[src/rtl/squeue_param_queue_if.sv]
// ============================================================================
// Module   : squeue_param_queue_if
// Purpose  : Method-style enqueue/dequeue bundle for squeue_param_queue.
// Revision : 1.0  initial release
// ============================================================================
`default_nettype none

interface squeue_param_queue_if #(
    parameter int p_msg_nbits   = 8,
    parameter int p_num_entries = 4
);
    localparam int c_cw = $clog2(p_num_entries + 1);

    logic [p_msg_nbits-1:0] enq_msg;
    logic                   enq_en;
    logic                   enq_rdy;
    logic [p_msg_nbits-1:0] deq_msg;
    logic                   deq_en;
    logic                   deq_rdy;
    logic [c_cw-1:0]        num_free;

    modport master (
        output enq_msg, enq_en, deq_en,
        input  enq_rdy, deq_msg, deq_rdy, num_free
    );

    modport slave (
        input  enq_msg, enq_en, deq_en,
        output enq_rdy, deq_msg, deq_rdy, num_free
    );
endinterface

`default_nettype wire

[src/rtl/squeue_param_queue.sv]
// ============================================================================
// Module   : squeue_param_queue
// Purpose  : Parametrised-depth circular-buffer queue, NORMAL/PIPE/BYPASS modes.
// Revision : 1.0  initial release
// ============================================================================
`default_nettype none

module squeue_param_queue #(
    parameter int p_msg_nbits   = 8,
    parameter int p_num_entries = 4,
    parameter int p_mode        = 0
) (
    input  logic                    clk,
    input  logic                    reset,
    squeue_param_queue_if.slave     qif
);
    localparam int c_mode_pipe   = 1;
    localparam int c_mode_bypass = 2;
    localparam int c_pw = (p_num_entries > 1) ? $clog2(p_num_entries) : 1;
    localparam int c_cw = $clog2(p_num_entries + 1);
    localparam logic [c_pw-1:0] c_last  = c_pw'(p_num_entries - 1);
    localparam logic [c_cw-1:0] c_depth = c_cw'(p_num_entries);

    logic [p_msg_nbits-1:0] r_mem [p_num_entries];
    logic [c_pw-1:0]        r_head;
    logic [c_pw-1:0]        r_tail;
    logic [c_cw-1:0]        r_count;

    logic                   w_full;
    logic                   w_empty;
    logic                   w_enq_rdy;
    logic                   w_deq_rdy;
    logic                   w_bypass;
    logic                   w_enq_fire;
    logic                   w_deq_fire;
    logic [p_msg_nbits-1:0] w_deq_msg;

    // Depth need not be a power of two, so wrap on an explicit compare.
    function automatic logic [c_pw-1:0] f_next(input logic [c_pw-1:0] p);
        return (p == c_last) ? '0 : p + 1'b1;
    endfunction

    assign w_full  = (r_count == c_depth);
    assign w_empty = (r_count == '0);

    always_comb begin
        w_enq_rdy = !w_full;
        w_deq_rdy = !w_empty;
        if (p_mode == c_mode_pipe) begin
            w_enq_rdy = !w_full || qif.deq_en;
        end else if (p_mode == c_mode_bypass) begin
            w_deq_rdy = !w_empty || qif.enq_en;
        end
    end

    // A bypassed transfer passes straight through and leaves the buffer untouched.
    assign w_bypass   = (p_mode == c_mode_bypass) && w_empty && qif.enq_en && qif.deq_en;
    assign w_enq_fire = qif.enq_en && w_enq_rdy && !w_bypass;
    assign w_deq_fire = qif.deq_en && w_deq_rdy && !w_bypass;

    always_comb begin
        w_deq_msg = '0;
        if (qif.deq_en && !w_empty) begin
            w_deq_msg = r_mem[r_head];
        end else if (w_bypass) begin
            w_deq_msg = qif.enq_msg;
        end
    end

    always_ff @(posedge clk) begin
        if (reset) begin
            r_head  <= '0;
            r_tail  <= '0;
            r_count <= '0;
        end else begin
            if (w_enq_fire) begin
                r_tail <= f_next(r_tail);
            end
            if (w_deq_fire) begin
                r_head <= f_next(r_head);
            end
            case ({w_enq_fire, w_deq_fire})
                2'b10:   r_count <= r_count + 1'b1;
                2'b01:   r_count <= r_count - 1'b1;
                default: r_count <= r_count;
            endcase
        end
    end

    always_ff @(posedge clk) begin
        if (!reset && w_enq_fire) begin
            r_mem[r_tail] <= qif.enq_msg;
        end
    end

    assign qif.enq_rdy  = w_enq_rdy;
    assign qif.deq_rdy  = w_deq_rdy;
    assign qif.deq_msg  = w_deq_msg;
    assign qif.num_free = c_depth - r_count;

endmodule

`default_nettype wire

[src/flat_wrapper.sv]
// flat-port wrapper written by rule: the top's interface ports become plain ports
module squeue_param_queue_flat 
#(
    parameter int p_msg_nbits   = 8,
    parameter int p_num_entries = 4,
    parameter int p_mode        = 0
)
  (clk, reset, qif_enq_msg, qif_enq_en, qif_deq_en, qif_enq_rdy, qif_deq_msg, qif_deq_rdy, qif_num_free);
  squeue_param_queue_if #(.p_msg_nbits(p_msg_nbits), .p_num_entries(p_num_entries)) qif_i ();
  input  logic clk;
  input  logic reset;
  input wire logic [$bits(qif_i.enq_msg)-1:0] qif_enq_msg;
  input wire logic [$bits(qif_i.enq_en)-1:0] qif_enq_en;
  input wire logic [$bits(qif_i.deq_en)-1:0] qif_deq_en;
  output wire logic [$bits(qif_i.enq_rdy)-1:0] qif_enq_rdy;
  output wire logic [$bits(qif_i.deq_msg)-1:0] qif_deq_msg;
  output wire logic [$bits(qif_i.deq_rdy)-1:0] qif_deq_rdy;
  output wire logic [$bits(qif_i.num_free)-1:0] qif_num_free;
  assign qif_i.enq_msg = qif_enq_msg;
  assign qif_i.enq_en = qif_enq_en;
  assign qif_i.deq_en = qif_deq_en;
  assign qif_enq_rdy = qif_i.enq_rdy;
  assign qif_deq_msg = qif_i.deq_msg;
  assign qif_deq_rdy = qif_i.deq_rdy;
  assign qif_num_free = qif_i.num_free;
  squeue_param_queue #(.p_msg_nbits(p_msg_nbits), .p_num_entries(p_num_entries), .p_mode(p_mode)) u_core (.clk(clk), .reset(reset), .qif(qif_i));
endmodule
[config.mk]
export PLATFORM = sky130hd
export DESIGN_NAME = squeue_param_queue_flat
export DESIGN_NICKNAME = d
export VERILOG_FILES = /design/src/rtl/squeue_param_queue_if.sv /design/src/rtl/squeue_param_queue.sv /design/src/flat_wrapper.sv
export SDC_FILE = /design/constraint.sdc
export NUM_CORES = 1
export LEC_CHECK = 0
export CAP_MARGIN = 30
export CORE_AREA = 2 2 81 83
export CTS_CLUSTER_SIZE = 8
export DETAILED_ROUTE_END_ITERATION = 16
export DIE_AREA = 0 0 83 85
export PLACE_DENSITY_LB_ADDON = 0.25
export SETUP_SLACK_MARGIN = 0.02
export SLEW_MARGIN = 25
export SYNTH_ARGS = -nofsm -noshare
export SYNTH_HDL_FRONTEND = slang
export SYNTH_SLANG_ARGS = --single-unit
export TNS_END_PERCENT = 10
[constraint.sdc]
create_clock -name clk -period 2.6 [get_ports clk]
set_input_delay 0.65 -clock clk [delete_from_list [all_inputs] [get_ports clk]]
set_output_delay 0.65 -clock clk [all_outputs]
set_load 0.02 [all_outputs]
After elaboration in Yosys (flattened, before gate mapping)
Memories as Yosys holds them, arrays and structs flattened. A register that Yosys moved wholly into a read port is not among the register bits.
Cells that the tools add are included.
Cells by class
  div/mod/pow operators: 0
  multiplexer cells: 8
  equality and inequality tests: 5
  shift operators: 0
  multiply operators: 0
  magnitude comparators: 0
  add/subtract/negate cells: 5
  bitwise logic cells: 0
  reduce and logical (&&, ||, !) cells: 8
Operators by type and width (count)
  2-to-1 mux 2 bit: 4
  2-to-1 mux 8 bit: 1
  == test 2 bit, second input constant: 3
  one-hot mux 3 bit (2 select lines): 1
  adder 2 x 1 -> 2 bit, second input constant: 2
  adder 3 x 1 -> 3 bit, second input constant: 1
  == test 3 bit, second input constant: 1
  logical AND 1 bit: 3
  zero test 1 bit: 3
  zero test 3 bit: 1
  subtractor 3 x 1 -> 3 bit, second input constant: 1
  subtractor 3 bit, first input constant: 1
  == test 2 x 1 -> 1 bit, second input constant: 1
  2-to-1 mux 1 bit: 2
  nonzero test 2 bit: 1
Storage, ports and cells
  input port bits: 12
  output and inout port bits: 13
  memories: 1
  memory bits (read-only): 0
  bits in writable memories: 32
  word-level logic and storage cells: 30
  bits in latches: 0
  register bits after elaboration: 7
Memory list
  u_core.r_mem: words 4, bits a word 8, rd ports 1, clocked after memory_dff 1, write ports 1, line squeue_param_queue.sv:24  | logic [p_msg_nbits-1:0] r_mem [p_num_entries];

Depth between registers and ports, before layout
Gate-level depths: netlist of the first run.
  depth in word-level cells: 6
  gate-level depth with buffers: 12
  depth with buffers taken out: 11

Worst setup path before layout of the first run
No wires, ideal clock.
  path type: flip-flop to flip-flop
  from: register u_core.r_count[0]
  to: register u_core.r_count[2]
  required time: 2.530 ns
  stages on the path, launching flop included: 13
  period minus slack after synthesis: 2.433 ns
  library setup time: 0.070 ns
  arrival: 2.363 ns
  slack: 0.167 ns
  buffers on the path: 1
  path through: dfxtp_1 inv_1 ha_1 ha_1 nand2b_1 buf_6 inv_1 ha_1 inv_1 fa_1 xor2_1 or3_1 a21oi_1
Between the ends
  word-level cells in the longest chain between the ends: 5
  elaborated cells between the ends (all ways): 12
  those cells by class: 2 x add/sub; 3 x eq/ne; 1 x mux; 6 x reduce/logical
Ends and longest elaborated chain
  start: declaration: line squeue_param_queue.sv:27  | logic [c_cw-1:0] r_count;
  start signal: assignment: line squeue_param_queue.sv:83  | 2'b10: r_count <= r_count + 1'b1;
  start signal: assignment: line squeue_param_queue.sv:84  | 2'b01: r_count <= r_count - 1'b1;
  start signal: assignment: line squeue_param_queue.sv:85  | default: r_count <= r_count;
  zero test 3 bit *: line squeue_param_queue.sv:44  | assign w_empty = (r_count == '0);
  zero test 1 bit *: line squeue_param_queue.sv:48  | w_deq_rdy = !w_empty;
  logical AND 1 bit *: line squeue_param_queue.sv:59  | assign w_deq_fire = qif.deq_en && w_deq_rdy && !w_bypass;
  named net u_core.w_deq_fire: line squeue_param_queue.sv:35  | logic w_deq_fire;
  == test 2 x 1 -> 1 bit / == test 2 bit (equally long branches): line squeue_param_queue.sv:82  | case ({w_enq_fire, w_deq_fire})
  one-hot mux 3 bit (2 select lines) / nonzero test 2 bit (equally long branches)
Mark *: on every way through the listed nets, which the timed path passes. The rest lies on a longest branch.
A chain may end at the register's enable or synchronous reset.

Worst setup path after layout of the first run
  from: register u_core.r_count[0]
  to: output port qif_num_free[2]
Between the ends
  word-level cells in the longest chain between the ends: 1
Ends and longest elaborated chain
  subtractor 3 bit: line squeue_param_queue.sv:99  | assign qif.num_free = c_depth - r_count;
  end: declaration: line flat_wrapper.sv:18  | output wire logic [$bits(qif_i.num_free)-1:0] qif_num_free;
Every way passes these cells.

==> metrics.yaml, run 1 <==
hold_violations: 0
path_max_fanout: 2
ys_types: 21
layout_commonest_cell: "edfxtp_1"
hold_depth: 2
grt_overflow: 0
place_hpwl_mm: 2.14
numPortBuffers: 24
cp.required_ps: 1950
reg2reg_slack_ps: 140
slew_viol_final: 0
r2r_cells: 12
cts.clk_slew.worst_paths_ps: 80
outcome: "finished clean"
vias: 944
grt_max_degree: 15
cpPeakStageDelay_ps: 590
ys_seq_elements: 41
antenna_found_initial: 0
antennaDiodeCount: 0
die_w_um: 83
fmax_mhz: 406
drive_above_1_share_pct: 27.5
first_iter_violations: 19
cpMostUsedCell: "inv_1"
leakagePower_uw: 0.000873
period_share_pct: 94.8
nets: 170
routabilityCongestion: 0.724
design_area_um2: 2370
initial_utilization_pct: 29.0
fin_crit_ps: 2460
dr.pass1.iters: 4
viasPerCell: 4.18
ctsHtreeMaxLevel: 2
wl_per_cell_um: 13.3
synth_cells: 110
num_rows: 29
fp.dieH_um: 85
synthToLayoutAreaGrowth_pct: 31.7
cp_cell_sequence: "inv_1 -> ha_2 -> ha_1 -> inv_1 -> clkdlybuf4s50_1"
placed_area_um2: 2230
r2r-start: "u_core.r_count[0]"
crit_start: "u_core.r_count[0]"
syn-num-nets: 132
syn_avg_cell_area_um2: 16.3
final_cell_mix: "edfxtp_1, clkdlybuf4s50_1, inv_1"
holdCritPathClass: "flop to flop"
ir_worst_vdd_uv: 850
slowest_stage: "clkdlybuf4s50_1"
cts_tree: "built"
synth_largest_area_cell: "edfxtp_1"
numCtsBuffers: 5
rsz0062_at_grt: "no"
clock_tree.buffer_depth: 2
synth_area_leaders: "edfxtp_1, dfxtp_1, mux4_2"
path_depth: 5
worstSetupStartpointType: "flop"
insertion_delay_ps: 290
wirelength_mm: 3.00
max-cap-violations: 0
post_cts_buffers: 0
critPathTopFamily: "buffers and inverters"
worst_pin_slew_ps: 423
crit_arrival_ps: 1810
grt_pass1_wl_mm: 4.87
num_io_pins: 25
p_per_area_nw_per_um2: 945
worst-path-buf-inv: 3
ys_seq_area_share_pct: 63.5
clock_skew_ps: 9.81
ant_nets: 0
netlist.area_leader.share_pct: 53.5
clock_sinks: 41
critical_path_class: "flop to output pin"
coreArea_um2: 6200
hp-start: "u_core.r_count[1]"
die_area_um2: 7060
relSlewSlack_pct: 71.8
grt_pass1_vias: 982
grt_use_total_pct: 9.18
drc: 0
cts-root-buf: "clkbuf_8"
syn_area_um2: 1800
setup_viol: 0
ys_warn_count: 0
cp-end-kind: "output pin"
whs_ps: 493
[per-stage QoR]
| step | worst slack [ps] | instances | util, % | setup TNS (ps) | power [uW] |
|---|---|---|---|---|---|
| 2_1_floorplan | 167 | 110 | - | 0 | 1400 |
| 3_3_place_gp | -136 | 218 | 36.0 | -1150 | 1730 |
| 3_5_place_dp | -152 | 218 | 36.0 | -1220 | 1760 |
| 4_1_cts | 23.4 | 226 | 37.9 | 0 | 2260 |
| 5_1_grt | 20.2 | 226 | 38.1 | 0 | 2370 |
| 6_report | 136 | 226 | 38.1 | 0 | 2240 |
[timing repair]
action	in CTS	in global routing
endpoints found under the setup margin	8	10
resized for setup	17	4
hold buffers	0	0
[routing by layer]
metal / part of all wire, % / vias up / track usage (%)
li1: - / 460 / -
met1: 42 / 453 / 10.6
met2: 52 / 24 / 15.6
met3: 4.9 / 7 / 3.11
met4: 1.6 / 0 / 4.02
met5: 0 / - / 0
[power breakdown]
group / switching (uW) / internal [uW] / leakage [uW]
logic: 429 / 487 / 0.000454
registers: 40.8 / 775 / 0.000365
clock network: 217 / 287 / 0.0000543
[registers in the layout, indices dropped and copies added, names as in the netlist, named ones only]
| signal | cells |
|---|---|
| u_core.r_mem | 32 |
| u_core.r_tail | 2 |
| u_core.r_count | 3 |
| u_core.r_head | 2 |
[final timing paths]
path / end
max reg2reg: u_core.r_count[2]
min reg2reg: u_core.r_count[1]
max: qif_num_free[2]
min: u_core.r_count[1]
[worst min-delay path, cell delays in order, from the launching register on]
cell     delay [ps]
dfxtp_2         330
a21oi_1          60
nor2_1           70
[cell type report]
cell class              count  area (um2)
clock buffers               5        68.8
clock inverters             3        46.3
fillers                   579        3840
inverters                  11        41.3
multi-input cells          53         589
flip-flops and latches     41        1140
well taps                  77        96.3
repair buffers             36         382
[logic make-up (layout without fill, tap and decap cells)]
logic type | after synthesis | after routing | share of synthesized area [%]
adder cells (fa/ha/maj) | 10 | 10 | 7.38
multiplexers | 11 | 11 | 11.7
AO/OA/AOI/OAI | 4 | 4 | 1.11
XOR/XNOR | 2 | 2 | 0.975
AND/OR/NAND/NOR | 26 | 26 | 10.9
buffers and inverters | 16 | 55 | 4.46
flip-flops | 41 | 41 | 63.5
[synth_stat cells, drive strengths merged]
| library cell | count |
|---|---|
| clkbuf | 2 |
| o21ai | 1 |
| mux4 | 8 |
| xor2 | 2 |
| nand2b | 1 |
| nor2b | 9 |
| fa | 1 |
| inv | 11 |
| mux2i | 3 |
| ha | 9 |
| a21oi | 3 |
| dfxtp | 9 |
| nor2 | 9 |
| nand2 | 2 |
| and2 | 4 |
| or3 | 1 |
| buf | 3 |
| edfxtp | 32 |
(Power assumes the default switching activity.)
==> run 2, diff against run 1 <==
==> constraint.sdc (replaced) <==
create_clock -name clk -period 2.6 [get_ports clk]
set_input_delay 0.52 -clock clk [delete_from_list [all_inputs] [get_ports clk]]
set_output_delay 0.52 -clock clk [all_outputs]
set_load 0.02 [all_outputs]
==> run 2 against run 1 <==
  * Via count fell by 2.6%
  * Total power shrank 10%
  * Die area is the same
  * Fmax is 1.1% higher
  * Clock-buffer cell count did not move
  * Flip-flop and latch count did not move
  * Critical path depth rose by 2
  * Final cell count decreased by 4.4%
  * Clock power fell by 26%
  * Clock skew down 5.8 ps
  * Global-route usage down 0.50 points
  * Sequential power decreased by 0.5%
  * Critical path type unchanged
  * Largest cell class unchanged
==> metrics.yaml, run 2 (synthesis gave the netlist of run 1 again) <==
finalSetupTns_ps: 0  # unchanged
cts_hold_buf: 0  # unchanged
cp_cell_sequence: "inv_1 -> ha_1 -> ha_1 -> nand2b_1 -> buf_12 -> nor2b_4 -> dlygate4sd2_1"
reg2reg_slack_ps: 230  # +90 ps
crit_arrival_ps: 1920  # +110 ps
grt_pass1_wl_mm: 4.66  # -4.4%
fmax_mhz: 411  # +1.1%
top_regs: "u_core.r_mem: 32 flops, u_core.r_count: 3 flops"
cpMostUsedCell: "ha_1"
die_w_um: 83  # unchanged
first_iter_violations: 45  # +26
slowest_stage: "dfxtp_2"
cts.clk_slew.worst_paths_ps: 70  # about the same
cp-end-kind: "output pin"
fillCellCount: 600  # +3.6%
p_per_area_nw_per_um2: 909  # -3.8%
post_cts_buffers: 0  # unchanged
vias: 919  # -2.6%
wirelength_mm: 2.84  # -5.2%
initial_utilization_pct: 29.0  # unchanged
max-cap-violations: 0  # unchanged
slew_viol_final: 0  # unchanged
place_hpwl_mm: 2.05  # -4.5%
cts_tree: "built"
grt_use_total_pct: 8.68  # -0.50 points
cts-root-buf: "clkbuf_8"
largest_register_ffs: 32  # unchanged
grt_overflow: 0  # unchanged
insertion_delay_ps: 280  # about the same
synthToLayoutAreaGrowth_pct: 22.5
whs_ps: 499  # +6.76 ps
antenna_found_initial: 0  # unchanged
fp.dieH_um: 85  # unchanged
r2r-start: "u_core.r_count[0]"
cp.required_ps: 2080  # +130 ps
worst_pin_slew_ps: 454  # +30.9 ps
grt_pass1_vias: 979  # -0.31%
r2r_cells: 11  # -1
regMostFlops: "u_core.r_mem"
drc: 0  # unchanged
antennaDiodeCount: 0  # unchanged
coreArea_um2: 6200  # unchanged
crit_start: "u_core.r_count[0]"
routabilityCongestion: 0.727  # +0.47%
fin_crit_ps: 2440  # -27.8 ps
setup_viol: 0  # unchanged
layout_commonest_cell: "edfxtp_1"
period_share_pct: 93.7  # -1.1 points
nets: 161  # -5.3%
clock_sinks: 41  # unchanged
viasPerCell: 4.25  # +1.9%
wl_per_cell_um: 13.1  # -0.82%
dr.pass1.iters: 4  # unchanged
leakagePower_uw: 0.000821  # -6.0%
critical_path_class: "flop to output pin"
finalWorstSetupSlack_ps: 164  # +27.8 ps
hold_violations: 0  # unchanged
ctsHtreeMaxLevel: 2  # unchanged
cpPeakStageDelay_ps: 340  # -250 ps
clock_skew_ps: 4.05  # -5.76 ps
drive_above_1_share_pct: 18.7  # -8.8 points
rsz0062_at_grt: "no"
num_rows: 29  # unchanged
num_io_pins: 25  # unchanged
ir_worst_vdd_uv: 742  # -13%
worstReg2RegEnd: "u_core.r_count[2]"
ant_nets: 0  # unchanged
numPortBuffers: 24  # unchanged
worstSetupStartpointType: "flop"
clock_tree.buffer_depth: 2  # unchanged
grt_max_degree: 13  # -2
outcome: "finished clean"
final_cell_mix: "edfxtp_1, clkdlybuf4s50_1, inv_1"
cp-endpoint: "qif_deq_msg[1]"
relSlewSlack_pct: 69.8  # -2.0 points
holdCritPathClass: "flop to flop"
path_max_fanout: 10  # +8
place_ws_ps: 90.8  # +243 ps
numCtsBuffers: 5  # unchanged
die_area_um2: 7060  # unchanged
-- run 2: cell types whose count changed in the layout (fill, tap and decap cells not counted), sizes merged --
cell / delta
dlygate4sd2: +8
clkdlybuf4s15: -8
buf: -9
bufinv: -1
-- run 2: worst max-delay path, delay by kind of cell, from the launching register on --
| family | cells | cell delay (ps) |
|---|---|---|
| and+or+nand+nor | 2 | 290 |
| DFF | 1 | 340 |
| adders and majority gates | 2 | 410 |
| buffers and inverters | 3 | 580 |
-- run 2: worst min path at each step --
stage / to / from / slack [ps] / cells past startpoint
final: u_core.r_count[1] / u_core.r_count[1] / 500 / 2
after global routing: u_core.r_tail[1] / u_core.r_tail[1] / 550 / 2
after CTS: u_core.r_tail[1] / u_core.r_tail[1] / 510 / 2
after detailed placement: u_core.r_count[1] / u_core.r_count[1] / 490 / 2
after global placement: u_core.r_count[1] / u_core.r_count[1] / 480 / 2
after floorplan: u_core.r_count[1] / u_core.r_count[1] / 460 / 2
-- run 2: cell type report --
cell class | count | area, um2 | share of cell area (%)
flip-flops and latches | 41 | 1140 | 51.9
multi-input cells | 53 | 576 | 26.2
repair buffers | 27 | 265 | 12.1
well taps | 77 | 96.3 | 4.38
clock buffers | 5 | 68.8 | 3.13
inverters | 11 | 41.3 | 1.88
clock inverters | 2 | 11.3 | 0.512
-- run 2: where the power goes --
| group | internal [uW] | leakage [uW] | total (uW) | switching [uW] |
|---|---|---|---|---|
| clock | 180 | 0.0000377 | 374 | 194 |
| sequential | 775 | 0.000365 | 812 | 37.4 |
| combinational | 409 | 0.000419 | 815 | 406 |
| total | 1360 | 0.000821 | 2000 | 637 |
-- run 2: metrics by stage --
stage / area (um2) / utilization [%] / power (uW) / std cells
after floorplan: 1800 / - / 1400 / 110
after global placement: 2130 / 34.3 / 1670 / 209
after detailed placement: 2130 / 34.3 / 1690 / 209
after CTS: 2200 / 35.5 / 2040 / 216
after global routing: 2200 / 35.5 / 2140 / 216
final: 2200 / 35.5 / 2000 / 216
-- run 2: layer usage --
layer	GRT usage (%)	wire length, um
met5	0	0
met4	4.02	42
met1	10.1	1240
met2	14.7	1410
met3	2.82	150
-- run 2: timing repair --
action / 4_1_cts / 5_1_grt
endpoints found under the setup margin: 8 / 3
hold endpoints to repair: 0 / 0
gates cloned: 0 / 0
gates resized for setup: 8 / 1
==> run 3, diff against run 2 <==
==> constraint.sdc (replaced) <==
create_clock -name clk -period 2.5 [get_ports clk]
set_input_delay 0.5 -clock clk [delete_from_list [all_inputs] [get_ports clk]]
set_output_delay 0.5 -clock clk [all_outputs]
set_load 0.02 [all_outputs]
==> run 3 against run 2 <==
  * Cell area increased by 5.6%
  * Clock power increased by 69%
  * Core utilization increased by 2.0 points
  * Die area unchanged
  * Critical path type unchanged
  * Final cell count increased by 2.8%
  * Worst hold slack got worse by 4.6 ps
  * Sequential share of layout area decreased by 2.7 points
  * Largest cell class unchanged
  * Critical endpoint is now qif_deq_msg[2]
  * Combinational power increased by 13%
  * Register-to-register slack got worse by 90 ps
  * Flip-flop and latch count unchanged
==> metrics.yaml, run 3 (synthesis gave the netlist of run 1 again) <==
largest_register_ffs: 32  # unchanged
max-cap-violations: 0  # unchanged
setup_viol: 0  # unchanged
grt_max_degree: 15  # +2
synthToLayoutAreaGrowth_pct: 29.3
p_per_area_nw_per_um2: 1030  # +13%
ctsHtreeMaxLevel: 2  # unchanged
critical_path_class: "flop to output pin"
nets: 166  # +3.1%
pwr-share-comb_pct: 38.3  # -2.4 points
cts.clk_slew.worst_paths_ps: 80  # about the same
grt_pass1_wl_mm: 4.94  # +6.1%
rsz0062_at_grt: "no"
period_share_pct: 95.3
insertion_delay_ps: 290  # about the same
vias: 929  # +1.1%
final_cell_mix: "edfxtp_1, clkdlybuf4s50_1, inv_1"
slew_viol_final: 0  # unchanged
fillCellCount: 592  # -1.3%
hp-start: "u_core.r_count[1]"
regMostFlops: "u_core.r_mem"
drc: 0  # unchanged
crit_arrival_ps: 1880  # -40 ps
routabilityCongestion: 0.746  # +2.6%
initial_utilization_pct: 29.0  # unchanged
fin_crit_ps: 2380
worstSetupStartpointType: "flop"
fp.dieH_um: 85  # unchanged
place_hpwl_mm: 2.10  # +2.7%
numCtsBuffers: 5  # unchanged
wl_per_cell_um: 13.7  # +4.6%
p_seq_share_pct: 35.3  # -5.3 points
drive_above_1_share_pct: 26.9  # +8.2 points
ant_nets: 0  # unchanged
relSlewSlack_pct: 72.2  # +2.5 points
r2r-start: "u_core.r_count[0]"
layout_commonest_cell: "edfxtp_1"
num_io_pins: 25  # unchanged
outcome: "finished clean"
viasPerCell: 4.18  # -1.6%
num_rows: 29  # unchanged
grt_pass1_vias: 1010  # +3.2%
clock_sinks: 41  # unchanged
antenna_found_initial: 0  # unchanged
wirelength_mm: 3.05  # +7.5%
crit_start: "u_core.r_count[0]"
numPortBuffers: 24  # unchanged
fmax_mhz: 420
clock_tree.buffer_depth: 2  # unchanged
ir_worst_vdd_uv: 547  # -26%
die_area_um2: 7060  # unchanged
cp.required_ps: 2000  # -80 ps
path_max_fanout: 10  # unchanged
finalPower_uw: 2400  # +20%
clkPwrFrac_pct: 26.4  # +7.7 points
leakagePower_uw: 0.000874  # +6.4%
p_switching_uw: 718  # +13%
top_regs: "u_core.r_mem: 32 flops, u_core.r_count: 3 flops"
grt_overflow: 0  # unchanged
finalSetupTns_ps: 0  # unchanged
coreArea_um2: 6200  # unchanged
holdCritPathClass: "flop to flop"
cp-end-kind: "output pin"
dr.pass1.iters: 4  # unchanged
die_w_um: 83  # unchanged
clock_skew_ps: 6.36  # +2.31 ps
first_iter_violations: 49  # +8.9%
switching_share_pct: 30.0  # -1.9 points
grt_use_total_pct: 9.28  # +0.61 points
antennaDiodeCount: 0  # unchanged
cts-root-buf: "clkbuf_8"
intPower_uw: 1680  # +23%
cts_tree: "built"
hold_violations: 0  # unchanged
worst_pin_slew_ps: 416  # -37.6 ps
run 3: cell count changes in the layout (fill, tap and decap cells not counted), sizes merged:
cell | previous run | this run
buf | 3 | 8
clkdlybuf4s15 | 0 | 4
dlygate4sd2 | 8 | 4
bufinv | 0 | 2
clkinv | 1 | 0
clkinvlp | 1 | 0
inv | 11 | 12
run 3: timing repair:
action                                  4_1_cts  5_1_grt
hold buffers                                  0        0
resized for setup                            12        7
buffers inserted                              0        0
pin swaps                                     0        1
endpoints found under the setup margin        8        9
run 3: power groups by stage:
stage / clock (uW) / sequential (uW) / combinational, uW
3_5_place_dp: 0 / 858 / 916
3_3_place_gp: 0 / 855 / 896
2_1_floorplan: 0 / 846 / 611
6_report: 632 / 847 / 918
4_1_cts: 650 / 843 / 899
5_1_grt: 680 / 856 / 1010
run 3: metal layers:
layer	GRT usage [%]	routed length (um)	up-vias
met5	0	0	-
met4	4.02	53	0
met3	3.79	166	7
met2	15.2	1510	24
met1	10.8	1330	447
li1	-	-	451
run 3: layout make-up:
type	instances	area (um2)	share of cell area [%]
multi-input cells	53	597	25.7
well taps	77	96.3	4.15
inverters	11	41.3	1.78
repair buffers	32	308	13.2
clock inverters	3	68.8	2.96
clock buffers	5	68.8	2.96
flip-flops and latches	41	1140	49.2
run 3: path summary, 6_finish.rpt:
kind / to / slack (ps) / cells after the start
max reg2reg: u_core.r_count[2] / 140 / 11
min reg2reg: u_core.r_count[1] / 490 / 2
min: u_core.r_count[1] / 490 / 2
max: qif_deq_msg[2] / 120 / 7
run 3: worst max-delay path: stages, from the launching register on:
cell,delay (ps)
dfxtp_2,340
inv_1,70
ha_1,230
ha_1,210
nand2b_4,160
buf_12,160
nor2b_4,100
dlygate4sd2_1,320
run 3: stage by stage:
step | worst slack (ps) | instances | utilization (%) | hold slack (ps) | instance area, um2
floorplan | 67.2 | 110 | - | 459 | 1800
CTS | 22.7 | 222 | 37.1 | 506 | 2300
global route | 3.12 | 222 | 37.4 | 512 | 2320
detailed placement | 3.77 | 214 | 34.9 | 481 | 2170
global placement | 31.0 | 214 | 34.9 | 476 | 2170
finish | 117 | 222 | 37.4 | 495 | 2320
